<file path="src/rtl/jtag_pkg.sv">
// jtag_pkg: shared JTAG definitions.
// Holds the TAP state encoding, the master command type codes, the
// instruction codes of the target TAPs and the standard TAP transition rule.
package jtag_pkg;

  localparam int unsigned TapW = 4;
  localparam int unsigned LenW = 6;

  typedef enum logic [TapW-1:0] {
    TestLogicReset = 4'hF,
    RunTestIdle    = 4'hC,
    SelectDr       = 4'h7,
    CaptureDr      = 4'h6,
    ShiftDr        = 4'h2,
    Exit1Dr        = 4'h1,
    PauseDr        = 4'h3,
    Exit2Dr        = 4'h0,
    UpdateDr       = 4'h5,
    SelectIr       = 4'h4,
    CaptureIr      = 4'hE,
    ShiftIr        = 4'hA,
    Exit1Ir        = 4'h9,
    PauseIr        = 4'hB,
    Exit2Ir        = 4'h8,
    UpdateIr       = 4'hD
  } tapState_e;

  typedef enum logic [1:0] {
    CmdDr    = 2'd0,
    CmdIr    = 2'd1,
    CmdReset = 2'd2,
    CmdRsvd  = 2'd3
  } cmdType_e;

  localparam logic [3:0] InstrBypass = 4'b0001;
  localparam logic [3:0] InstrIdcode = 4'b0010;
  localparam logic [3:0] InstrConfig = 4'b0100;

  // Standard IEEE 1149.1 TAP controller transition on a rising TCK.
  function automatic tapState_e tapNext(input tapState_e s, input logic tms);
    tapState_e n;
    unique case (s)
      TestLogicReset: n = tms ? TestLogicReset : RunTestIdle;
      RunTestIdle:    n = tms ? SelectDr       : RunTestIdle;
      SelectDr:       n = tms ? SelectIr       : CaptureDr;
      CaptureDr:      n = tms ? Exit1Dr        : ShiftDr;
      ShiftDr:        n = tms ? Exit1Dr        : ShiftDr;
      Exit1Dr:        n = tms ? UpdateDr       : PauseDr;
      PauseDr:        n = tms ? Exit2Dr        : PauseDr;
      Exit2Dr:        n = tms ? UpdateDr       : ShiftDr;
      UpdateDr:       n = tms ? SelectDr       : RunTestIdle;
      SelectIr:       n = tms ? TestLogicReset : CaptureIr;
      CaptureIr:      n = tms ? Exit1Ir        : ShiftIr;
      ShiftIr:        n = tms ? Exit1Ir        : ShiftIr;
      Exit1Ir:        n = tms ? UpdateIr       : PauseIr;
      PauseIr:        n = tms ? Exit2Ir        : PauseIr;
      Exit2Ir:        n = tms ? UpdateIr       : ShiftIr;
      UpdateIr:       n = tms ? SelectDr       : RunTestIdle;
    endcase
    return n;
  endfunction

endpackage

</file>
<file path="src/rtl/jtag_tck_gen.sv">
// jtag_tck_gen: TCK divider for the JTAG master.
// Ports: iClk/iTrst clock and async active-low reset; iEn runs the divider;
// oTck divided clock (idles low once disabled); oRise_c/oFall_c are
// single-cycle strobes on the iClk cycle that drives oTck 0->1 / 1->0.
module jtag_tck_gen #(
  parameter int unsigned CLKDIV = 2
) (
  input  logic iClk,
  input  logic iTrst,
  input  logic iEn,
  output logic oTck,
  output logic oRise_c,
  output logic oFall_c
);

  localparam int unsigned CntW = (CLKDIV > 1) ? $clog2(CLKDIV) : 1;

  logic [CntW-1:0] cnt;
  logic            tick;

  assign tick    = iEn && (cnt == CntW'(CLKDIV - 1));
  assign oRise_c = tick & ~oTck;
  assign oFall_c = tick & oTck;

  // Half-period counter; the master keeps iEn high while oTck is high,
  // so disabling always leaves the clock low.
  always_ff @(posedge iClk or negedge iTrst) begin
    if (!iTrst) begin
      cnt  <= '0;
      oTck <= 1'b0;
    end else if (!iEn) begin
      cnt <= '0;
    end else if (tick) begin
      cnt  <= '0;
      oTck <= ~oTck;
    end else begin
      cnt <= cnt + CntW'(1);
    end
  end

endmodule

</file>
<file path="src/rtl/jtag_master.sv">
// jtag_master: JTAG initiator driving a downstream TAP.
// Ports: iClk/iTrst clock and async active-low reset; iCmd* command
// valid/ready port (type, length, TDI data); oRsp*/iRspReady response port
// with captured TDO; oTck/oTms/oTdi/iTdo JTAG pins; oTapState tracked TAP
// state in the shared encoding.
module jtag_master
  import jtag_pkg::*;
#(
  parameter int unsigned CLKDIV = 2,
  parameter int unsigned MAXLEN = 32
) (
  input  logic              iClk,
  input  logic              iTrst,
  input  logic              iCmdValid,
  output logic              oCmdReady,
  input  logic [1:0]        iCmdType,
  input  logic [5:0]        iCmdLen,
  input  logic [MAXLEN-1:0] iCmdData,
  output logic              oRspValid,
  input  logic              iRspReady,
  output logic [MAXLEN-1:0] oRspData,
  output logic              oTck,
  output logic              oTms,
  output logic              oTdi,
  input  logic              iTdo,
  output logic [3:0]        oTapState
);

  localparam int unsigned ShW = LenW + 1;

  typedef enum logic [2:0] {StInit, StIdle, StPre, StShift, StPost, StRsp} mstState_e;

  mstState_e         state, stateNext;
  tapState_e         tapState, tapStateNext;
  logic [LenW-1:0]   stepCnt, stepCntNext;
  logic [LenW-1:0]   len, lenNext, lenIn;
  logic              isIr, isIrNext, isRst, isRstNext;
  logic [MAXLEN-1:0] dataSr, dataSrNext, cap, capNext, rspData, rspDataNext;
  logic              tms, tmsNext, tdi, tdiNext;
  logic              rspValid, rspValidNext, cmdReady, cmdReadyNext;
  logic [LenW-1:0]   preLen, preOnes;
  logic              tmsBit, tdiBit;
  logic              tckEn, rise, fall;

  jtag_tck_gen #(.CLKDIV(CLKDIV)) uTckGen (
    .iClk    (iClk),
    .iTrst   (iTrst),
    .iEn     (tckEn),
    .oTck    (oTck),
    .oRise_c (rise),
    .oFall_c (fall)
  );

  assign oCmdReady = cmdReady;
  assign oRspValid = rspValid;
  assign oRspData  = rspData;
  assign oTms      = tms;
  assign oTdi      = tdi;
  assign oTapState = tapState;

  // State and datapath registers.
  always_ff @(posedge iClk or negedge iTrst) begin
    if (!iTrst) begin
      state    <= StInit;
      tapState <= TestLogicReset;
      stepCnt  <= '0;
      len      <= '0;
      isIr     <= 1'b0;
      isRst    <= 1'b0;
      dataSr   <= '0;
      cap      <= '0;
      rspData  <= '0;
      tms      <= 1'b1;
      tdi      <= 1'b0;
      rspValid <= 1'b0;
      cmdReady <= 1'b0;
    end else begin
      state    <= stateNext;
      tapState <= tapStateNext;
      stepCnt  <= stepCntNext;
      len      <= lenNext;
      isIr     <= isIrNext;
      isRst    <= isRstNext;
      dataSr   <= dataSrNext;
      cap      <= capNext;
      rspData  <= rspDataNext;
      tms      <= tmsNext;
      tdi      <= tdiNext;
      rspValid <= rspValidNext;
      cmdReady <= cmdReadyNext;
    end
  end

  // Next-state and sequencing. stepCnt indexes the upcoming TCK of the
  // current phase; the falling edge loads its TMS/TDI, the rising edge
  // consumes it. Outside a sequence TMS parks at 1, the first value of
  // every command's walk out of RunTestIdle.
  always_comb begin
    stateNext    = state;
    tapStateNext = tapState;
    stepCntNext  = stepCnt;
    lenNext      = len;
    isIrNext     = isIr;
    isRstNext    = isRst;
    dataSrNext   = dataSr;
    capNext      = cap;
    rspDataNext  = rspData;
    tmsNext      = tms;
    tdiNext      = tdi;
    rspValidNext = rspValid;

    tckEn   = (state inside {StInit, StPre, StShift, StPost}) || oTck;
    preLen  = isRst ? LenW'(6) : (isIr ? LenW'(4) : LenW'(3));
    preOnes = isRst ? LenW'(5) : (isIr ? LenW'(2) : LenW'(1));
    lenIn   = (iCmdLen > LenW'(MAXLEN)) ? LenW'(MAXLEN) : iCmdLen;

    tmsBit = 1'b1;
    tdiBit = 1'b0;
    case (state)
      StInit:  tmsBit = (stepCnt < LenW'(5));
      StPre:   tmsBit = (stepCnt < preOnes);
      StShift: begin
        tmsBit = (stepCnt == len - LenW'(1));
        tdiBit = dataSr[0];
      end
      StPost:  tmsBit = (stepCnt == '0);
      default: ;
    endcase

    if (fall) begin
      tmsNext = tmsBit;
      tdiNext = tdiBit;
    end
    if (rise) begin
      tapStateNext = tapNext(tapState, tms);
    end

    case (state)
      StInit: begin
        if (rise) begin
          if (stepCnt == LenW'(5)) begin
            stateNext   = StIdle;
            stepCntNext = '0;
          end else begin
            stepCntNext = stepCnt + LenW'(1);
          end
        end
      end
      StIdle: begin
        if (iCmdValid && cmdReady) begin
          isRstNext   = iCmdType[1];
          isIrNext    = (iCmdType == CmdIr);
          lenNext     = lenIn;
          dataSrNext  = iCmdData;
          capNext     = '0;
          stepCntNext = '0;
          if (!iCmdType[1] && (lenIn == '0)) begin
            stateNext    = StRsp;
            rspValidNext = 1'b1;
            rspDataNext  = '0;
          end else begin
            stateNext = StPre;
          end
        end
      end
      StPre: begin
        if (rise) begin
          if (stepCnt == preLen - LenW'(1)) begin
            stepCntNext = '0;
            if (isRst) begin
              stateNext    = StRsp;
              rspValidNext = 1'b1;
              rspDataNext  = '0;
            end else begin
              stateNext = StShift;
            end
          end else begin
            stepCntNext = stepCnt + LenW'(1);
          end
        end
      end
      StShift: begin
        if (rise) begin
          // Captured bits enter at the top and are right-aligned at the end.
          capNext    = {iTdo, cap[MAXLEN-1:1]};
          dataSrNext = dataSr >> 1;
          if (stepCnt == len - LenW'(1)) begin
            stateNext   = StPost;
            stepCntNext = '0;
          end else begin
            stepCntNext = stepCnt + LenW'(1);
          end
        end
      end
      StPost: begin
        if (rise) begin
          if (stepCnt == LenW'(1)) begin
            stateNext    = StRsp;
            stepCntNext  = '0;
            rspValidNext = 1'b1;
            rspDataNext  = cap >> (ShW'(MAXLEN) - {1'b0, len});
          end else begin
            stepCntNext = stepCnt + LenW'(1);
          end
        end
      end
      StRsp: begin
        if (iRspReady) begin
          stateNext    = StIdle;
          rspValidNext = 1'b0;
        end
      end
      default: stateNext = StInit;
    endcase

    cmdReadyNext = (stateNext == StIdle) && !rspValidNext;
  end

endmodule

</file>
<file path="config.mk">
export PLATFORM = sky130hd
export DESIGN_NAME = jtag_master
export DESIGN_NICKNAME = d
export VERILOG_FILES = /design/src/rtl/jtag_pkg.sv /design/src/rtl/jtag_tck_gen.sv /design/src/rtl/jtag_master.sv
export SDC_FILE = /design/constraint.sdc
export NUM_CORES = 1
export LEC_CHECK = 0
export CORE_MARGIN = 3
export CORE_UTILIZATION = 55
export DETAILED_ROUTE_END_ITERATION = 16
export PLACE_DENSITY = 0.79
export SLEW_MARGIN = 10
export SYNTH_ARGS = -nofsm -noshare
export SYNTH_HDL_FRONTEND = slang
export SYNTH_SLANG_ARGS = --single-unit
</file>
<file path="constraint.sdc">
create_clock -name iClk -period 7.2 [get_ports iClk]
set_input_delay 2.16 -clock iClk [delete_from_list [all_inputs] [get_ports iClk]]
set_output_delay 2.16 -clock iClk [all_outputs]
set_load 0.01 [all_outputs]
</file>
==> results of run 1 <==
[registers in the layout, indices dropped and copies added, names as in the netlist, 3 cells and up]
signal / cells
len: 6
oRspData: 32
oTapState: 4
stepCnt: 6
state: 3
cap: 32
dataSr: 32
[per-stage QoR]
| stage | cell area [um^2] | utilization, % |
|---|---|---|
| global route | 8820 | 69.0 |
| floorplan | 7290 | - |
| global placement | 8240 | 64.5 |
| CTS | 8820 | 69.0 |
| detailed placement | 8240 | 64.5 |
| finish | 8820 | 69.0 |
[synth_stat cells (10+ instances only)]
cell type	count
nor3_1	20
nand2_1	133
mux2i_1	44
nor2_1	25
a22o_1	45
dfrtp_1	118
nor2b_1	10
mux2_2	10
buf_2	12
o21ai_0	70
clkbuf_1	36
inv_1	11
xnor2_1	11
mux4_2	24
a21oi_1	29
[worst paths after layout]
path,endpoint
max,oRspData[8]$_DFFE_PN0P_
min,dataSr[17]$_DFFE_PN0P_
min reg2reg,dataSr[17]$_DFFE_PN0P_
max in group asynchronous,oRspData[31]$_DFFE_PN0P_
max reg2reg,oRspData[9]$_DFFE_PN0P_
min in group asynchronous,uTckGen.oTck$_DFFE_PN0P_
[logic make-up after synthesis]
family	after synthesis	synth area share, %
AO/OA/AOI/OAI	210	20.4
XOR/XNOR	16	2.37
adder cells (fa/ha/maj)	8	1.37
buffers and inverters	66	3.86
flip-flops	123	42.3
multiplexers	78	15.0
AND/OR/NAND/NOR	234	14.7
[power by group through the flow]
stage	sequential (W)	combinational [W]	clock, W
3_5_place_dp	0.000704	0.0000460	0
5_1_grt	0.000691	0.0000500	0.000883
6_report	0.000692	0.0000448	0.000838
2_1_floorplan	0.000704	0.00000545	0
3_3_place_gp	0.000704	0.0000446	0
4_1_cts	0.000691	0.0000460	0.000846
[layer usage]
layer	wire length, um	up-vias	share of wire [%]
met2	8630	244	48
li1	-	2847	-
met5	0	-	0
met4	407	0	2.3
met1	7720	2941	43
met3	1330	35	7.3
[critical path, cell delays in order]
cell and delay [ns]:
clkdlybuf4s50_1 0.49, or4_1 0.55, nand4b_1 0.22, o31ai_2 0.17
o2111ai_2 0.37, nor2_1 0.38, a221o_1 0.22
[final cells by class]
class                   instances  area, um^2  share of cell area [%]
repair buffers                 96         931                    10.6
clock inverters                15         155                    1.76
clock buffers                  17         425                    4.82
well taps                     172         215                    2.44
inverters                      12        45.0                   0.511
multi-input cells             546        3960                    44.9
flip-flops and latches        123        3090                    35.0
==> out/metrics.yaml, run 1 <==
outcome:
  run_status: "finished clean"
timing:
  setup_slack_ns: 3.01
  rsz0062_at_grt: "false"
  worst_pin_slew_ns: 1.14
  hold_ws_ns: 0.478
  max_freq_mhz: 239
  final_hold_viol_count: 0
  final-max-slew-violation-count: 0
  fin_crit_sh_pct: 58.2
  skew_ns: 0.00844
  max-slew-margin-rel_pct: 23.9
  setup_viol: 0
  fin_crit_ns: 4.19
  fin_tns_setup_ns: 0
worst_setup_path:
  crit_fanout: 13
  crit_start: "iCmdLen[5]"
  worstReg2RegStart: "len[0]$_DFFE_PN0P_"
  reg2reg_depth: 7
  cp.required_ns: 7.56
  crit_path_start_kind: "primary input"
  crit_path_end_kind: "register"
  arrival_ns: 4.55
  reg2reg_slack_ns: 3.16
  criticalPathCategory: "in2reg"
layout:
  fin_cells: 981
  layout-drive-gt1-share_pct: 12.4
  fin_nets: 849
  syn_to_final_growth_pct: 20.9
  n_antenna_cell: 0
  final_cell_mix: "nand2_1 (133), dfrtp_1 (117), clkdlybuf4s50_1 (84)"
  nFillCells: 942
  final_common_cell: "nand2_1"
clock_tree:
  postCtsSetupBuffers: 0
  cts_buffer_depth: 2
  path_clk_slew_ns: 0.06
  htreeDepth: 4
  post_cts_resized: 0
  root_buffer: "clkbuf_16"
  cts_hold_buf: 0
  cts_sinks: 123
  cts_tree: "done"
  clk_latency_ns: 0.43
  cts_buffers: 17
route:
  drc: 0
  wl_mm: 18.1
  ant_nets: 0
  wl_per_cell_um: 18.4
  drtIter0Drc: 546
  vias: 6067
  viasPerCell: 6.18
  drt_pass1_iterations: 5
synth:
  ys_seq_area_share_pct: 42.3
  ys.flop_type: "dfrtp_1"
  yosys_register_bits: 123
  synthesis.area_um2: 7290
  yosys_warnings: 0
  synth_top_area_cell: "dfrtp_1"
  synth_top_area_share_pct: 40.5
  syn_nets: 788
  netlist_top_cells_area: "dfrtp_1 (40%), mux4_2 (7.4%), nand2_1 (6.8%), mux2i_1 (6.0%), a22o_1 (5.4%)"
  synth_area_per_cell_um2: 9.92
  synth_cells: 735
  async_flop_share_pct: 100
  synth-edff-count: 0
  yosysUniqueCellTypes: 69
run:
  max-cap-violations: 0
grt:
  grt_max_degree: 97
  track_usage_pct: 25.6
  grt_pass1_wl_mm: 29.7
  met3_usage_pct: 6.57
  grt_overflow: 0
  grt_pass1_vias: 5866
  use_met1_pct: 35.3
  met2_usage_pct: 39.4
  antenna_found_initial: 0
  top_usage_layer: "met2"
floorplan:
  core_area_um2: 12800
  die_area_um2: 14700
  initial_utilization_pct: 57.1
  die_h_um: 121
  pin_count: 86
  fp.dieW_um: 121
  rows: 41
placement:
  place_ws_ns: 2.58
  place.gp.congestion: 0.931
  dp_cells: 949
  dp_hpwl_mm: 12.5
  port_buffers: 85
pwr:
  clockPowerShare_pct: 53.2
  cellPowerDensity_nw_per_um2: 179
  combPwrFrac_pct: 2.8
  leakagePower_nw: 3.52
  total_power_w: 0.00157
  peakVddDrop_v: 0.000142
  sw_frac_of_total_pct: 23.6
  p_sw_w: 0.000371
  p_int_w: 0.00120
  p_seq_share_pct: 43.9
min_path:
  min_path_type: "reg2reg"
  hold_path_startpoint: "dataSr[17]$_DFFE_PN0P_"
  hold_depth: 2
No activity file was read; power rests on OpenSTA's default activity.
==> run 2: changes to the inputs <==
--- a/config.mk
+++ b/config.mk
@@ -6,9 +6,9 @@
 export NUM_CORES = 1
 export LEC_CHECK = 0
 export CORE_MARGIN = 3
-export CORE_UTILIZATION = 55
+export CORE_UTILIZATION = 51
 export DETAILED_ROUTE_END_ITERATION = 16
-export PLACE_DENSITY = 0.79
+export PLACE_DENSITY = 0.77
 export SLEW_MARGIN = 10
 export SYNTH_ARGS = -nofsm -noshare
 export SYNTH_HDL_FRONTEND = slang
==> constraint.sdc (replaced) <==
create_clock -name iClk -period 3.6 [get_ports iClk]
set_input_delay 1.08 -clock iClk [delete_from_list [all_inputs] [get_ports iClk]]
set_output_delay 1.08 -clock iClk [all_outputs]
set_load 0.01 [all_outputs]
==> run 2 against run 1 <==
Effect of this change: critical path depth is the same; worst setup slack got worse by 2.6 ns; global-route usage down 1.5 points; routed wire length grew 2.4%; combinational power grew 110%; utilization is 4.5 points lower; highest routed layer unchanged; largest cell class unchanged; critical endpoint is now oRspData[27]$_DFFE_PN0P_; design area rose by 1.9%.
==> out/metrics.yaml, run 2 (same netlist as run 1, synthesis figures left out) <==
min_path:
  min_path_type: "reg2reg"
  hold_depth: 2
  whs_endpoint: "dataSr[26]$_DFFE_PN0P_"
  hold_path_startpoint: "dataSr[26]$_DFFE_PN0P_"
pwr:
  p_seq_share_pct: 40.8
  peakVddDrop_v: 0.000301
  p_sw_w: 0.000711
  cellPowerDensity_nw_per_um2: 377
  clockPowerShare_pct: 56.4
  leakagePower_nw: 3.61
  total_power_w: 0.00339
  sw_frac_of_total_pct: 21.0
  combPwrFrac_pct: 2.7
  p_int_w: 0.00268
layout:
  final_common_cell: "nand2_1"
  syn_to_final_growth_pct: 23.2
  utilization_pct: 64.5
  finalInstanceArea_um2: 8990
  nFillCells: 1090
  n_antenna_cell: 0
  final_cell_mix: "nand2_1 (133), dfrtp_1 (117), clkdlybuf4s50_1 (84)"
  fin_nets: 858
  layout-drive-gt1-share_pct: 13.3
placement:
  port_buffers: 85
  place_area_um2: 8330
  place.gp.congestion: 0.900
  place_ws_ns: 0.0270
  dp_hpwl_mm: 13.1
timing:
  fin_tns_setup_ns: 0
  final_hold_viol_count: 0
  final-max-slew-violation-count: 0
  fin_crit_ns: 3.18
  worst_pin_slew_ns: 1.04
  max_freq_mhz: 315
  setup_slack_ns: 0.423
  setup_viol: 0
  rsz0062_at_grt: "false"
  skew_ns: 0.00879
  fin_crit_sh_pct: 88.3
  max-slew-margin-rel_pct: 30.2
run:
  max-cap-violations: 0
floorplan:
  rows: 43
  initial_utilization_pct: 52.3
  fp.dieW_um: 126
  die_area_um2: 15800
  pin_count: 86
  core_area_um2: 13900
  die_h_um: 126
worst_setup_path:
  cp.required_ns: 3.95
  path_cells: "clkdlybuf4s50_1 -> or4_1 -> nand4b_1 -> o31ai_2 -> o2111ai_2 -> nor2_1 -> a22o_1"
  cp_num_buf_inv: 1
  crit_path_end_kind: "register"
  worstReg2RegStart: "isRst$_DFFE_PN0P_"
  crit_path_start_kind: "primary input"
  reg2reg_slack_ns: 0.50
  crit_fanout: 13
  max_stage_delay_ns: 0.55
  slowest_stage: "or4_1"
  arrival_ns: 3.52
  crit_family: "simple AND/OR/NAND/NOR gates"
  r2r-end: "oRspData[27]$_DFFE_PN0P_"
  reg2reg_depth: 8
  criticalPathCategory: "in2reg"
route:
  drc: 0
  drtIter0Drc: 667
  vias: 6107
  wl_per_cell_um: 18.6
  drt_pass1_iterations: 5
  ant_nets: 0
  viasPerCell: 6.12
  wl_mm: 18.5
clock_tree:
  cts_sinks: 123
  post_cts_resized: 0
  path_clk_slew_ns: 0.06
  cts_buffers: 17
  root_buffer: "clkbuf_16"
  cts_tree: "done"
  clk_latency_ns: 0.42
  cts_buffer_depth: 2
  postCtsSetupBuffers: 0
  htreeDepth: 4
  cts_hold_buf: 0
grt:
  grt_pass1_wl_mm: 31.3
  grt_overflow: 0
  grt_pass1_vias: 5994
  track_usage_pct: 24.2
  antenna_found_initial: 0
  grt_max_degree: 60
outcome:
  run_status: "finished clean"
## run 2: power by group through the flow
stage	Clock, W	Sequential [W]	Combinational [W]
final	0.00191	0.00138	0.0000928
after global placement	0	0.00141	0.0000911
after detailed placement	0	0.00141	0.0000947
after floorplan	0	0.00141	0.0000109
after CTS	0.00193	0.00138	0.0000950
after global routing	0.00200	0.00138	0.000103
## run 2: per-stage QoR
stage	hold slack, ns	instances
2_1_floorplan	0.450	735
3_3_place_gp	0.460	966
3_5_place_dp	0.470	966
4_1_cts	0.484	998
5_1_grt	0.514	998
6_report	0.480	998
## run 2: final cells by class
type,instances,area (um^2),share of cell area [%]
flip-flops and latches,123,3090,34.3
inverters,12,45.0,0.501
clock buffers,17,425,4.73
well taps,180,225,2.51
repair buffers,105,1010,11.3
multi-input cells,546,3960,44.1
clock inverters,15,234,2.60
## run 2: routing by layer
layer / routed length (um) / GRT usage (%) / share of wire (%) / up-vias
li1: - / - / - / 2853
met1: 8300 / 34.0 / 45 / 2991
met2: 8760 / 37.6 / 47 / 216
met3: 1010 / 4.74 / 5.5 / 47
met4: 458 / 8.74 / 2.5 / 0
met5: 0 / 0 / 0 / -
## run 2: how the worst max path moves through the flow
| stage | slack (ns) | to | cells after the start | start |
|---|---|---|---|---|
| 6_report | 0.42 | oRspData[27]$_DFFE_PN0P_ | 7 | iCmdLen[5] |
| 5_1_grt | 0.30 | oRspData[27]$_DFFE_PN0P_ | 7 | iCmdLen[5] |
| 4_1_cts | 0.44 | oRspData[27]$_DFFE_PN0P_ | 7 | iCmdLen[5] |
| 3_5_place_dp | 0.03 | oRspData[27]$_DFFE_PN0P_ | 7 | iCmdLen[5] |
| 3_3_place_gp | 0.15 | oRspData[25]$_DFFE_PN0P_ | 7 | iCmdLen[5] |
| 2_1_floorplan | 0.50 | oRspData[9]$_DFFE_PN0P_ | 13 | len[0]$_DFFE_PN0P_ |
## run 2: worst reg2reg max path: stages, from the launching register on
cell and delay [ns]:
dfrtp_1 0.42, inv_1 0.10, ha_1 0.30, nor4b_1 0.39
nand4_1 0.25, o31ai_2 0.56, o2111ai_2 0.40, nor2_1 0.43
a22o_1 0.20
